### config.mk
export PLATFORM = sky130hd
export DESIGN_NAME = ds_mem_master
export DESIGN_NICKNAME = d
export VERILOG_FILES = /design/src/rtl/ds_pkg.sv /design/src/rtl/ds_addr_gen.sv /design/src/rtl/ds_mem_master.sv
export SDC_FILE = /design/constraint.sdc
export NUM_CORES = 1
export LEC_CHECK = 0
export ABC_AREA = 1
export CAP_MARGIN = 15
export CORE_AREA = 5 5 76 78
export DETAILED_ROUTE_END_ITERATION = 8
export DIE_AREA = 0 0 81 83
export PLACE_DENSITY = 0.9
export SETUP_SLACK_MARGIN = 0.2
export SYNTH_ARGS = -nofsm -noshare
export SYNTH_HDL_FRONTEND = slang
export SYNTH_SLANG_ARGS = --single-unit
### constraint.sdc
create_clock -name clk -period 2.31 [get_ports clk]
set_input_delay 0.693 -clock clk [delete_from_list [all_inputs] [get_ports clk]]
set_output_delay 0.693 -clock clk [all_outputs]
set_load 0.02 [all_outputs]
### src/rtl/ds_pkg.sv
// Shared widths and FSM state encoding for the image down-sampling master.
package ds_pkg;

  localparam int unsigned ADDR_W = 24;
  localparam int unsigned DATA_W = 24;
  localparam int unsigned PIX_W  = 8;
  // Four 8-bit pixels sum to at most 1020, which fits in 10 bits.
  localparam int unsigned ACC_W  = 10;

  typedef enum logic [2:0] {
    StIdle,
    StRd0,
    StRd1,
    StRd2,
    StRd3,
    StWr,
    StDone
  } ds_state_e;

endpackage

### src/rtl/ds_addr_gen.sv
// Output-pixel counters and source/destination address generation.
// The counters walk the down-sampled image row by row with the column
// counter running fastest; quad selects one pixel of the 2x2 source block.
module ds_addr_gen
  import ds_pkg::*;
#(
  parameter int unsigned       IMG_W    = 256,
  parameter logic [ADDR_W-1:0] SRC_BASE = 24'd0,
  parameter logic [ADDR_W-1:0] DST_BASE = 24'd131072
) (
  input  logic              clk,
  input  logic              reset,
  input  logic              clear,
  input  logic              advance,
  input  logic [1:0]        quad,
  output logic [ADDR_W-1:0] src_addr,
  output logic [ADDR_W-1:0] dst_addr,
  output logic              last
);

  localparam int unsigned HALF_W = IMG_W / 2;
  localparam int unsigned LOG_W  = $clog2(IMG_W);
  // Keep the counters at least one bit wide for the degenerate 2x2 image.
  localparam int unsigned CNT_W  = (HALF_W > 1) ? $clog2(HALF_W) : 1;
  localparam logic [CNT_W-1:0] CntMax = CNT_W'(HALF_W - 1);

  logic [CNT_W-1:0]  r_q, r_d;
  logic [CNT_W-1:0]  c_q, c_d;
  logic [ADDR_W-1:0] r_ext, c_ext;
  logic [ADDR_W-1:0] blk_base;

  // Next counter values: clear on a new pass, step column then row after each write.
  always_comb begin
    r_d = r_q;
    c_d = c_q;
    if (clear) begin
      r_d = '0;
      c_d = '0;
    end else if (advance) begin
      if (c_q == CntMax) begin
        c_d = '0;
        r_d = (r_q == CntMax) ? '0 : r_q + 1'b1;
      end else begin
        c_d = c_q + 1'b1;
      end
    end
  end

  // Counter registers.
  always_ff @(posedge clk) begin
    if (reset) begin
      r_q <= '0;
      c_q <= '0;
    end else begin
      r_q <= r_d;
      c_q <= c_d;
    end
  end

  // Address arithmetic; all sums wrap modulo 2^ADDR_W.
  always_comb begin
    r_ext    = ADDR_W'(r_q);
    c_ext    = ADDR_W'(c_q);
    blk_base = SRC_BASE + (r_ext << (LOG_W + 1)) + (c_ext << 1);
    src_addr = blk_base + (quad[1] ? ADDR_W'(IMG_W) : '0) + ADDR_W'(quad[0]);
    dst_addr = DST_BASE + (r_ext << (LOG_W - 1)) + c_ext;
    last     = (r_q == CntMax) && (c_q == CntMax);
  end

endmodule

### src/rtl/ds_mem_master.sv
// Memory-side initiator: reads each 2x2 block of the source image, averages
// it with a truncating divide by four and writes one output word per block.
module ds_mem_master
  import ds_pkg::*;
#(
  parameter int unsigned       IMG_W    = 256,
  parameter logic [ADDR_W-1:0] SRC_BASE = 24'd0,
  parameter logic [ADDR_W-1:0] DST_BASE = 24'd131072
) (
  input  logic              clk,
  input  logic              reset,
  input  logic              start,
  output logic              busy,
  output logic              done,
  output logic [ADDR_W-1:0] mem_addr,
  output logic              mem_read,
  output logic              mem_write,
  output logic [DATA_W-1:0] mem_wdata,
  input  logic [DATA_W-1:0] mem_rdata
);

  ds_state_e         state_q, state_d;
  logic [ACC_W-1:0]  acc_q;
  logic [PIX_W-1:0]  pix;
  logic [1:0]        quad;
  logic              ag_clear, ag_advance, ag_last;
  logic [ADDR_W-1:0] src_addr, dst_addr;
  logic              unused_rdata;

  assign pix          = mem_rdata[PIX_W-1:0];
  assign unused_rdata = ^mem_rdata[DATA_W-1:PIX_W];
  assign ag_clear     = (state_q == StIdle) && start;
  assign ag_advance   = (state_q == StWr);

  ds_addr_gen #(
    .IMG_W   (IMG_W),
    .SRC_BASE(SRC_BASE),
    .DST_BASE(DST_BASE)
  ) u_addr_gen (
    .clk     (clk),
    .reset   (reset),
    .clear   (ag_clear),
    .advance (ag_advance),
    .quad    (quad),
    .src_addr(src_addr),
    .dst_addr(dst_addr),
    .last    (ag_last)
  );

  // State register.
  always_ff @(posedge clk) begin
    if (reset) begin
      state_q <= StIdle;
    end else begin
      state_q <= state_d;
    end
  end

  // Next-state logic; start is only looked at in idle.
  always_comb begin
    state_d = state_q;
    unique case (state_q)
      StIdle:  if (start) state_d = StRd0;
      StRd0:   state_d = StRd1;
      StRd1:   state_d = StRd2;
      StRd2:   state_d = StRd3;
      StRd3:   state_d = StWr;
      StWr:    state_d = ag_last ? StDone : StRd0;
      StDone:  state_d = StIdle;
      default: state_d = StIdle;
    endcase
  end

  // Block accumulator: load on the first read, add on the remaining three.
  always_ff @(posedge clk) begin
    if (reset) begin
      acc_q <= '0;
    end else begin
      unique case (state_q)
        StRd0:               acc_q <= ACC_W'(pix);
        StRd1, StRd2, StRd3: acc_q <= acc_q + ACC_W'(pix);
        default:             acc_q <= acc_q;
      endcase
    end
  end

  // Output decode; strobes are masked by reset so no access lands on a reset edge.
  always_comb begin
    busy      = (state_q != StIdle);
    done      = (state_q == StDone);
    quad      = 2'd0;
    mem_read  = 1'b0;
    mem_write = 1'b0;
    mem_addr  = '0;
    mem_wdata = '0;
    unique case (state_q)
      StRd0, StRd1, StRd2, StRd3: begin
        unique case (state_q)
          StRd1:   quad = 2'd1;
          StRd2:   quad = 2'd2;
          StRd3:   quad = 2'd3;
          default: quad = 2'd0;
        endcase
        mem_read = !reset;
        mem_addr = src_addr;
      end
      StWr: begin
        mem_write = !reset;
        mem_addr  = dst_addr;
        mem_wdata = {{(DATA_W - PIX_W){1'b0}}, acc_q[ACC_W-1:2]};
      end
      default: ;
    endcase
  end

endmodule

==> out/results.ini <==
[outcome]
status = finished clean

[place]
gp_congestion = 0.873
io_buffers = 39
placed_cell_area_um2 = 2680
dp_hpwl_mm = 4.21
place_ws_ns = -0.398
place_inst = 448

[floorplan]
die_area_um2 = 6720
start_util_pct = 43.6
fp.dieW_um = 81
pin_count = 79
rows = 26
die_height_um = 83
core_um2 = 5010

[setup_path]
endpoint_kind = primary output
r2r_cells = 8
cp-start-kind = flip-flop
crit_arrival_ns = 1.44
crit_type = flip-flop to primary output
worst-path-stages = 7
critical_path_buf_inv_count = 3
path_cells = inv_6 -> nand3_2 -> nand2_2 -> nor2_4 -> buf_12 -> o22ai_1 -> buf_4
crit_fanout = 14
cpPeakStageDelay_ns = 0.39
cp_top_family = flip-flops
cp_slowest_cell = dfxtp_4
required_ns = 1.62

[synth]
synth-edff-count = 0
synth_top_family_by_area = simple AND/OR/NAND/NOR gates
syn_avg_cell_area_um2 = 6.66
yosys_warnings = 0
async_flop_share_pct = 0
synth_top_area_share_pct = 24.8
synthAdderAreaFrac_pct = 6.65
synth_compound_area_share_pct = 13.3
netlist_area_um2 = 2180
ys_seq_area_share_pct = 24.8
synth_top_area_cell = dfxtp_1
synth_mux_area_share_pct = 0
synth_area_leaders = dfxtp_1 (25%), nand2_1 (12%), inv_1 (8.1%)
yosys.cell_types.count = 36
postSynthCellCount = 328
synth_xor_area_share_pct = 3.21
ys_seq_elements = 27
synth-simple-area-share_pct = 33.1
synthFlopType = dfxtp_1

[power]
powerDensity_nw_per_um2 = 927
vdd_drop_max_uv = 624
p_total_mw = 2.60
power.leakage_nw = 1.32

[clock_tree]
ctsRootBufferMaster = clkbuf_8
worst_skew_pair.late_latency_ns = 0.27
cts_htree_levels = 1
cts_tree = done
clockBufferDepth = 2
clkSinkCount = 27
cts_buffers = 3
cts.clk_slew.worst_paths_ns = 0.10

[route]
drtIter0Drc = 96
wl_per_cell_um = 12.1
wl_mm = 5.50
avgViaCountPerCell = 4.84
dr.pass1.iters = 4
via_count = 2198
ant_nets = 0
drc = 0

[layout]
utilization_pct = 56.0
drive_gt1_share_pct = 26.8
diodes = 0
final_cell_area_um2 = 2810
finalNonFillerCells = 454
syn_to_final_growth_pct = 28.5
final_nets = 423

[sta]
fin_skew_ns = 0.00530
rsz0062_at_grt = true
whs_ns = 0.496
setup_viol = 0
finalWorstSetupSlack_ns = 0.179
hold_violations = 0
max_freq_mhz = 469
tns_ns = 0
finalCriticalPeriod_ns = 2.13
slew_violations = 0
period_share_pct = 92.2

[worst_hold_path]
hold_depth = 2
hold_class = flip-flop to flip-flop

[global_routing]
grt_pass1_wl_mm = 9.03
grt_usage_pct = 15.9
grt_max_degree = 25
globalRoute.totalOverflow = 0
grt_pass1_vias = 2189
antenna_found_initial = 0

[flow_run]
maxCapViolCount = 0

==> state kept, by name, indices dropped and copies added, names as in the netlist <==
name	flops
state_q	3
u_addr_gen.c_q	7
u_addr_gen.r_q	7
acc_q	10
==> worst paths after layout <==
| check | startpoint | endpoint | slack, ns |
|---|---|---|---|
| max | state_q[0] | mem_addr[4] | 0.18 |
| min | acc_q[0] | acc_q[0] | 0.50 |
| max reg2reg | u_addr_gen.c_q[0] | u_addr_gen.r_q[6] | 0.65 |
| min reg2reg | acc_q[0] | acc_q[0] | 0.50 |
==> what timing repair did <==
item / in CTS / in global routing
setup endpoints to repair: 31 / 35
cloned: 0 / 0
resized for setup: 114 / 47
pin swaps: 2 / 3
hold buffers: 0 / 0
setup buffers: 1 / 1
==> layout make-up <==
class                           instances  area [um2]
Tap cell                               70        87.6
Multi-Input combinational cell        242        1440
Clock buffer                            4        45.0
Timing Repair Buffer                   59         477
Fill cell                             472        2200
Sequential cell                        27         552
Inverter                               52         206
==> tightest hold or removal path, delay by kind of cell, from the launching register on <==
kind | cells | cell delay [ns]
AND/OR/NAND/NOR | 2 | 0.13
flip-flops | 1 | 0.33
==> Yosys cell counts (all sizes together) (3+ instances only) <==
cell and count:
ha 10, o22ai 13, nor2 42, dfxtp 27, nand3 27, xor2 7, a21oi 20, nand4 3
o21ai 5, inv 51, a21boi 4, or2 4, buf 28, nand2 74
==> power breakdown <==
group	leakage (nW)	switching (mW)	internal [mW]	total, mW
Sequential	0.221	0.0997	0.566	0.666
Combinational	1.08	0.974	0.691	1.66
Clock	0.0228	0.148	0.123	0.271
==> cell usage in the layout (no fill, tap or decap), drive strengths merged, types with 3 or more instances in the layout <==
| master | synthesis | routed |
|---|---|---|
| o21ai | 5 | 5 |
| clkdlybuf4s50 | 0 | 6 |
| ha | 10 | 10 |
| nand2 | 74 | 74 |
| buf | 28 | 39 |
| a21oi | 20 | 20 |
| conb | 1 | 23 |
| a21boi | 4 | 4 |
| dlymetal6s2s | 0 | 3 |
| xor2 | 7 | 7 |
| clkbuf | 1 | 12 |
| inv | 51 | 51 |
| nor2 | 42 | 42 |
| o22ai | 13 | 13 |
| dfxtp | 27 | 27 |
| or2 | 4 | 4 |
| nand4 | 3 | 3 |
| nand3 | 27 | 27 |
==> kinds of logic (layout without fill, tap and decap cells) <==
logic type	count (synthesis)	after routing
buffers and inverters	81	115
flip-flops	27	27
AO/OA/AOI/OAI	47	47
AND/OR/NAND/NOR	153	153
XOR/XNOR	8	8
other	1	23
adder cells (fa/ha/maj)	11	11
==> routing by layer <==
layer	track usage, %	part of all wire, %	routed length [um]	vias up
met5	0	0	0	-
met4	4.92	1.1	58	0
met3	2.16	5.8	318	10
met2	28.8	52	2850	66
met1	18.9	41	2270	1007
li1	-	-	-	1115
Power figures use the tool's default switching activity.
